<file path="config.mk">
export PLATFORM = sky130hd
export DESIGN_NAME = exc_sequencer
export DESIGN_NICKNAME = d
export VERILOG_FILES = /design/src/rtl/cpu_exc_pkg.sv /design/src/rtl/exc_sequencer.sv
export SDC_FILE = /design/constraint.sdc
export NUM_CORES = 1
export LEC_CHECK = 0
export CAP_MARGIN = 20
export CORE_MARGIN = 1.5
export CORE_UTILIZATION = 25
export DETAILED_ROUTE_END_ITERATION = 8
export SLEW_MARGIN = 40
export SYNTH_ARGS = -nofsm -noshare
export SYNTH_HDL_FRONTEND = slang
export SYNTH_SLANG_ARGS = --single-unit
</file>
<file path="constraint.sdc">
create_clock -name clk -period 1.7 [get_ports clk]
set_input_delay 0.34 -clock clk [delete_from_list [all_inputs] [get_ports clk]]
set_output_delay 0.34 -clock clk [all_outputs]
set_load 0.05 [all_outputs]
</file>
<file path="src/rtl/cpu_exc_pkg.sv">
// Shared types and constants for the exception/interrupt sequencer.
package cpu_exc_pkg;

   localparam int unsigned ADDR_W_DEF = 32;
   localparam logic [31:0] IRQ_VECTOR_DEF = 32'h8000_0004;
   localparam logic [31:0] EXC_VECTOR_DEF = 32'h8000_0008;
   localparam logic [4:0]  XP_REG_DEF     = 5'd26;

   // Sequencer states
   typedef enum logic [2:0] {
      ST_IDLE     = 3'd0,
      ST_ABORT    = 3'd1,
      ST_SAVE     = 3'd2,
      ST_REDIRECT = 3'd3,
      ST_HANDLER  = 3'd4
   } state_e;

   // Cause encoding, shared with the optional cause_code output
   typedef enum logic [1:0] {
      CAUSE_NONE   = 2'b00,
      CAUSE_IRQ    = 2'b01,
      CAUSE_UNDEF  = 2'b10,
      CAUSE_DFAULT = 2'b11
   } cause_e;

endpackage

</file>
<file path="src/rtl/exc_sequencer.sv">
// Exception/interrupt sequencer: takes an irq or undefined-instruction trap,
// sequences abort / error-target + EPC save / PC redirect, then waits for ERET.
// Optional macro EXC_CAUSE_EN adds cause_code/cause_write outputs.
module exc_sequencer
   import cpu_exc_pkg::*;
#(
   parameter int unsigned        ADDR_W     = ADDR_W_DEF,
   parameter logic [ADDR_W-1:0]  IRQ_VECTOR = ADDR_W'(IRQ_VECTOR_DEF),
   parameter logic [ADDR_W-1:0]  EXC_VECTOR = ADDR_W'(EXC_VECTOR_DEF),
   parameter logic [4:0]         XP_REG     = XP_REG_DEF
) (
   input  logic              clk,
   input  logic              reset,
   input  logic              irq,
   input  logic              undef_inst,
   input  logic              instr_boundary,
   input  logic              kernel_mode,
   input  logic              eret,
   output logic              er_write,
   output logic [4:0]        er_target,
   output logic              epc_write,
   output logic              abort,
   output logic              pc_sel_exc,
   output logic [ADDR_W-1:0] handler_pc,
   output logic              irq_ack,
   output logic              busy,
   output logic              double_fault
`ifdef EXC_CAUSE_EN
   ,
   output logic [1:0]        cause_code,
   output logic              cause_write
`endif
);

   state_e            state_q, state_d;
   cause_e            cause_q, cause_d;
   logic              irq_pend_q, irq_pend_d;
   logic              double_fault_q, double_fault_d;
   logic              abort_q, abort_d;
   logic              er_write_q, er_write_d;
   logic [4:0]        er_target_q, er_target_d;
   logic              epc_write_q, epc_write_d;
   logic              pc_sel_q, pc_sel_d;
   logic [ADDR_W-1:0] handler_pc_q, handler_pc_d;
   logic              irq_ack_q, irq_ack_d;
   logic              busy_q, busy_d;
`ifdef EXC_CAUSE_EN
   logic [1:0]        cause_code_q, cause_code_d;
   logic              cause_write_q, cause_write_d;
`endif

   // State, pending-irq latch, sticky fault and registered outputs
   always_ff @(posedge clk or negedge reset) begin
      if (!reset) begin
         state_q        <= ST_IDLE;
         cause_q        <= CAUSE_NONE;
         irq_pend_q     <= 1'b0;
         double_fault_q <= 1'b0;
         abort_q        <= 1'b0;
         er_write_q     <= 1'b0;
         er_target_q    <= '0;
         epc_write_q    <= 1'b0;
         pc_sel_q       <= 1'b0;
         handler_pc_q   <= '0;
         irq_ack_q      <= 1'b0;
         busy_q         <= 1'b0;
`ifdef EXC_CAUSE_EN
         cause_code_q   <= 2'b00;
         cause_write_q  <= 1'b0;
`endif
      end else begin
         state_q        <= state_d;
         cause_q        <= cause_d;
         irq_pend_q     <= irq_pend_d;
         double_fault_q <= double_fault_d;
         abort_q        <= abort_d;
         er_write_q     <= er_write_d;
         er_target_q    <= er_target_d;
         epc_write_q    <= epc_write_d;
         pc_sel_q       <= pc_sel_d;
         handler_pc_q   <= handler_pc_d;
         irq_ack_q      <= irq_ack_d;
         busy_q         <= busy_d;
`ifdef EXC_CAUSE_EN
         cause_code_q   <= cause_code_d;
         cause_write_q  <= cause_write_d;
`endif
      end
   end

   // Next state, and outputs decoded from the next state so they line up with it
   always_comb begin
      state_d        = state_q;
      cause_d        = cause_q;
      double_fault_d = double_fault_q;
      // A level irq still high during the ack cycle keeps the request pending
      irq_pend_d     = irq | (irq_pend_q & ~irq_ack_q);

      case (state_q)
         ST_IDLE: begin
            if (undef_inst && !kernel_mode) begin
               state_d = ST_ABORT;
               cause_d = CAUSE_UNDEF;
            end else if (irq_pend_q && instr_boundary && !kernel_mode) begin
               state_d = ST_ABORT;
               cause_d = CAUSE_IRQ;
            end
            if (undef_inst && kernel_mode) begin
               double_fault_d = 1'b1;
            end
         end
         ST_ABORT:    state_d = ST_SAVE;
         ST_SAVE:     state_d = ST_REDIRECT;
         ST_REDIRECT: state_d = ST_HANDLER;
         ST_HANDLER: begin
            if (eret) begin
               state_d = ST_IDLE;
               cause_d = CAUSE_NONE;
            end
         end
         default: begin
            state_d = ST_IDLE;
            cause_d = CAUSE_NONE;
         end
      endcase

      abort_d      = (state_d == ST_ABORT) || (state_d == ST_SAVE);
      er_write_d   = (state_d == ST_SAVE);
      er_target_d  = (state_d == ST_SAVE) ? XP_REG : 5'd0;
      epc_write_d  = (state_d == ST_SAVE);
      irq_ack_d    = (state_d == ST_SAVE) && (cause_d == CAUSE_IRQ);
      pc_sel_d     = (state_d == ST_REDIRECT);
      handler_pc_d = '0;
      if (state_d == ST_REDIRECT) begin
         handler_pc_d = (cause_d == CAUSE_IRQ) ? IRQ_VECTOR : EXC_VECTOR;
      end
      busy_d       = (state_d != ST_IDLE);
`ifdef EXC_CAUSE_EN
      cause_write_d = (state_d == ST_SAVE);
      cause_code_d  = 2'b00;
      if (double_fault_d) begin
         cause_code_d = 2'(CAUSE_DFAULT);
      end else if (state_d == ST_SAVE) begin
         cause_code_d = 2'(cause_d);
      end
`endif
   end

   assign abort        = abort_q;
   assign er_write     = er_write_q;
   assign er_target    = er_target_q;
   assign epc_write    = epc_write_q;
   assign pc_sel_exc   = pc_sel_q;
   assign handler_pc   = handler_pc_q;
   assign irq_ack      = irq_ack_q;
   assign busy         = busy_q;
   assign double_fault = double_fault_q;
`ifdef EXC_CAUSE_EN
   assign cause_code   = cause_code_q;
   assign cause_write  = cause_write_q;
`endif

endmodule

</file>
Word level (Yosys, flattened, before mapping)
Cells that the tools add are included.
{"block": "classes", "eq_ne": 8, "mux": 11, "bitwise": 3, "n_reduce_logical": 11}
{"operator": "$mux 32", "count": 1}
{"operator": "$pmux 3 s5", "count": 1}
{"operator": "$eq 3x2->1 const B", "count": 4}
{"operator": "$mux 3", "count": 3}
{"operator": "$eq 3x1->1 const B", "count": 2}
{"operator": "$mux 2", "count": 3}
{"operator": "$pmux 2 s3", "count": 1}
{"operator": "$logic_and 1x1->1", "count": 5}
{"operator": "$mux 5", "count": 1}
{"operator": "$mux 4", "count": 1}
{"operator": "$eq 3x3->1 const B", "count": 1}
{"operator": "$logic_not 3->1", "count": 1}
{"operator": "$reduce_bool 3->1", "count": 1}
{"operator": "$reduce_or 3->1", "count": 1}
{"operator": "$eq 2x1->1 const B", "count": 1}
{"operator": "$reduce_and 2->1", "count": 1}
{"operator": "$and 1x1->1", "count": 1}
{"operator": "$logic_not 1->1", "count": 1}
{"operator": "$logic_or 1x1->1", "count": 1}
{"operator": "$not 1->1", "count": 1}
{"operator": "$or 1x1->1", "count": 1}
{"block": "totals", "register_bits": 49, "input_bits": 7, "output_inout_bits": 44, "elab_cells": 44}

Logic depth before layout (Yosys ltp)
{"block": "depth", "ltp_word": 8, "depth_mapped": 5, "mapped_depth_nobuf": 4}

Worst setup path after synthesis
Ideal clock, no wire load.
{"block": "synth_timing", "kind": "flip-flop to output port", "startpoint": "reg, netlist name er_target[3]", "endpoint": "out er_target[1]", "arrival_time_ns": 0.941, "required_ns": 1.360, "path_slack_ns": 0.419, "path_stages_with_launch": 2, "n_path_buf": 1, "cell_sequence": "dfrtp_1 buf_4"}
{"element": "end: declaration", "line": "exc_sequencer.sv:20", "rtl": "output logic [4:0] er_target,"}

Worst setup path in the final report
{"block": "layout_timing", "startpoint": "reg state_q[2]", "endpoint": "reg irq_ack_q (netlist: irq_ack)"}
{"block": "layout_between", "elab_chain_cells": 5, "elab_cells_between_ends": 14, "classes_between": "6 x eq/ne; 5 x mux; 3 x reduce/logical"}
{"element": "start: declaration", "line": "exc_sequencer.sv:35", "rtl": "state_e state_q, state_d;"}
{"element": "start signal: assignment", "line": "exc_sequencer.sv:72", "rtl": "state_q <= state_d;"}
{"element": "$eq 3x2->1 (tied with other cells)", "line": "exc_sequencer.sv:99", "rtl": "case (state_q)"}
{"element": "$reduce_or 3->1 (no source line) / $mux 3 (equally long branches)"}
{"element": "$pmux 2 s3 / $pmux 3 s5 (equally long branches)", "line": "exc_sequencer.sv:99"}
{"element": "$eq 2x1->1 / $eq 3x2->1 (equally long branches)", "line": "exc_sequencer.sv:131", "rtl": "irq_ack_d = (state_d == ST_SAVE) && (cause_d == CAUSE_IRQ);"}
{"element": "$logic_and 1x1->1 (*)", "line": "exc_sequencer.sv:131"}
{"element": "via irq_ack_d", "line": "exc_sequencer.sv:45", "rtl": "logic irq_ack_q, irq_ack_d;"}
{"element": "end signal: assignment", "line": "exc_sequencer.sv:82", "rtl": "irq_ack_q <= irq_ack_d;"}
{"element": "end: declaration", "line": "exc_sequencer.sv:45"}
The timed path passes the listed nets; every way through them passes the cells marked *.
A chain may end at the register's enable or synchronous reset.

==> results.toml <==
[power]
power.leakage_nw = 0.486
max-vdd-ir-drop_uv = 440
cellPowerDensity_nw_per_um2 = 2090
power_mw = 2.10

[placed_design]
dp.cells = 152
gp_congestion = 0.816
dpl.hpwl_um = 1110
port_buffers = 19

[worst_setup_path]
worstSetupPathType = "reg2reg"
slowest_delay_ns = 0.53
crit_buf_inv = 0
r2r-start = "state_q[2]"
crit_arrival_ns = 1.68
cp.required_ns = 1.90
r2r_end = "irq_ack"
reg2reg_slack_ns = 0.23
cp-end-kind = "flop"
startpoint_type = "flop"
crit_fanout = 12
critPathSlowestCell = "dfrtp_1"
reg2regPathDepth = 4
cpLargestDelayFamily = "simple AND/OR/NAND/NOR gates"
crit_path_cell_trace = "or3_4 > nor4_4 > a21oi_2 > nor2_1"

[sta]
clock_skew_ns = 0.0131
setup_viol = 0
tns_ns = 0
holdWs_ns = 0.362
period_share_pct = 86.7
grt_setup_unrepaired = "false"
min_period_ns = 1.47
timing.fmax_ghz = 0.679
hold_viol = 0
final_max_slew_viol_count = 0

[synthesis]
syn_area_per_cell_um2 = 9.85
synth_compound_area_share_pct = 12.2
yosys_warnings = 0
synth_area_um2 = 916
synth_mux_area_share_pct = 0
yosys.area_share.simple_pct = 15.3
async_reset_ff_share_pct = 100
synth.most_common_cell = "buf_4"
synth.top_cell.area_share_pct = 38.3
synthFlopType = "dfrtp_1"
ys_seq_elements = 14
synth-edff-count = 0
synth_area_leader_cell = "dfrtp_1"
yosysUniqueCellTypes = 31
synthXorXnorAreaFrac_pct = 0
synthTopCellsByArea = "dfrtp_1, buf_4, nor2_1, nor4_4, a21oi_1"
synthTopCellsByCount = "buf_4, dfrtp_1, nor2_1"
synth_top_family_by_area = "buffers and inverters"
synth_fa_ha_area_share_pct = 0
syn_inst = 93
yosysSeqAreaShare_pct = 38.3

[cts]
cts_tree = "done"
cts_hold_buffers = 0
numCtsBuffers = 3
cts_setup_buffers = 0
cts_sinks = 14
clkTransAtPathRegs_ns = 0.09
htreeDepth = 1
clockBufferDepth = 2
worstSkewPairLatency_ns = 0.28
cts_resized = 0
clockRootBuffer = "clkbuf_4"

[grt]
antenna_found_initial = 0
grt_pass1_vias = 508
grt_start_max_net_pins = 15
overflow = 0
grt_pass1_wl_um = 2180
track_usage_pct = 6.99

[die]
ioPinCount = 51
die_area_um2 = 4040
core_um2 = 3420
row_count = 21
die_w_um = 63.5
start_util_pct = 26.8
die_y_um = 63.5

[cells_and_area]
antenna_cells = 0
fillers = 381
nets = 118
area_growth_pct = 9.56
final_layout_size_suffix_gt1_share_pct = 24.5
final_cells = 156

[drt]
wl_met3_um = 125
viasPerCell = 3.67
wl_per_cell_um = 8.94
wl_met2_um = 676
dr.max_layer_used = "met4"
firstDrtPassIters = 4
met1_length_um = 587
drtIter0Drc = 11
vias = 572
routed_wirelength_um = 1390
drc = 0
ant_nets = 0

[outcome]
status = "finished clean"

[run]
drv_cap = 0

[min_path]
min_path_type = "in2async"
## flip-flops by register name (all words and copies together), names as in the netlist
name          cells
abort             1
busy              1
cause_q           2
double_fault      1
er_target         1
handler_pc        3
irq_ack           1
irq_pend_q        1
state_q           3
## layer usage
metal  up-vias  GRT usage (%)
met1       266           8.54
met2        32           10.8
met4         0           1.63
met3         2           3.75
li1        272              -
met5         -              0
## metrics by stage
step | worst slack [ns] | area, um^2 | utilization (%)
finish | 0.227 | 1000 | 29.4
global route | 0.155 | 1000 | 29.4
CTS | 0.232 | 1000 | 29.4
detailed placement | 0.0652 | 967 | 28.3
global placement | 0.119 | 967 | 28.3
floorplan | 0.419 | 1030 | -
## placed cells by master, fill, tap and decap left out
| cell type | Yosys | layout |
|---|---|---|
| nor3_1 | 2 | 2 |
| or4_1 | 1 | 1 |
| nor2_1 | 6 | 6 |
| inv_1 | 3 | 3 |
| and2b_1 | 1 | 1 |
| a2111oi_1 | 1 | 1 |
| or2_1 | 1 | 1 |
| dfrtp_1 | 14 | 14 |
| o21ai_1 | 2 | 2 |
| o31ai_2 | 1 | 1 |
| o21bai_1 | 1 | 1 |
| clkdlybuf4s50_1 | 0 | 6 |
| a21oi_1 | 3 | 3 |
| clkbuf_8 | 0 | 1 |
| and2_1 | 1 | 1 |
| o211ai_1 | 1 | 1 |
| nor2_2 | 1 | 1 |
| a21o_1 | 1 | 1 |
| o21a_1 | 2 | 2 |
| and2_4 | 1 | 1 |
| clkbuf_4 | 0 | 3 |
| conb_1 | 1 | 31 |
| buf_4 | 36 | 16 |
| nor3_2 | 1 | 1 |
| a22o_1 | 1 | 1 |
| nand2_1 | 2 | 2 |
| a21oi_2 | 1 | 1 |
| nor4_4 | 1 | 1 |
| or3_4 | 1 | 1 |
| a31o_1 | 1 | 1 |
| nand3b_1 | 2 | 2 |
## final cells by class
cell class / instances / area [um^2] / area share [%]
Multi-Input combinational cell: 67 / 368 / 36.7
Clock buffer: 4 / 36.3 / 3.62
Tap cell: 46 / 57.6 / 5.74
Timing Repair Buffer: 22 / 180 / 18.0
Inverter: 3 / 11.3 / 1.12
Sequential cell: 14 / 350 / 34.9
## worst reg2reg max path, cell delays in order (launching register included)
cell	delay [ns]
dfrtp_1	0.53
or3_4	0.47
nor4_4	0.22
a21oi_2	0.06
nor2_1	0.11
## cells by family after synthesis
kind of cell	Yosys count
AO/OA/AOI/OAI	15
AND/OR/NAND/NOR	21
flip-flops	14
other	1
buffers and inverters	42
## where the power goes
group	switching [mW]	leakage, nW	internal (mW)
combinational	0.858	0.293	0.384
sequential	0.159	0.172	0.460
clock	0.104	0.0210	0.130
total	1.12	0.486	0.975
## worst max path at each step
| stage | startpoint | to | depth (start not counted) |
|---|---|---|---|
| detailed placement | eret | handler_pc[3] | 4 |
| floorplan | er_target[3] | er_target[1] | 1 |
| CTS | state_q[2] | handler_pc[2] | 4 |
| finish | state_q[2] | irq_ack | 4 |
| global placement | eret | handler_pc[3] | 4 |
| global route | state_q[2] | handler_pc[2] | 4 |
Power figures use the tool's default switching activity.
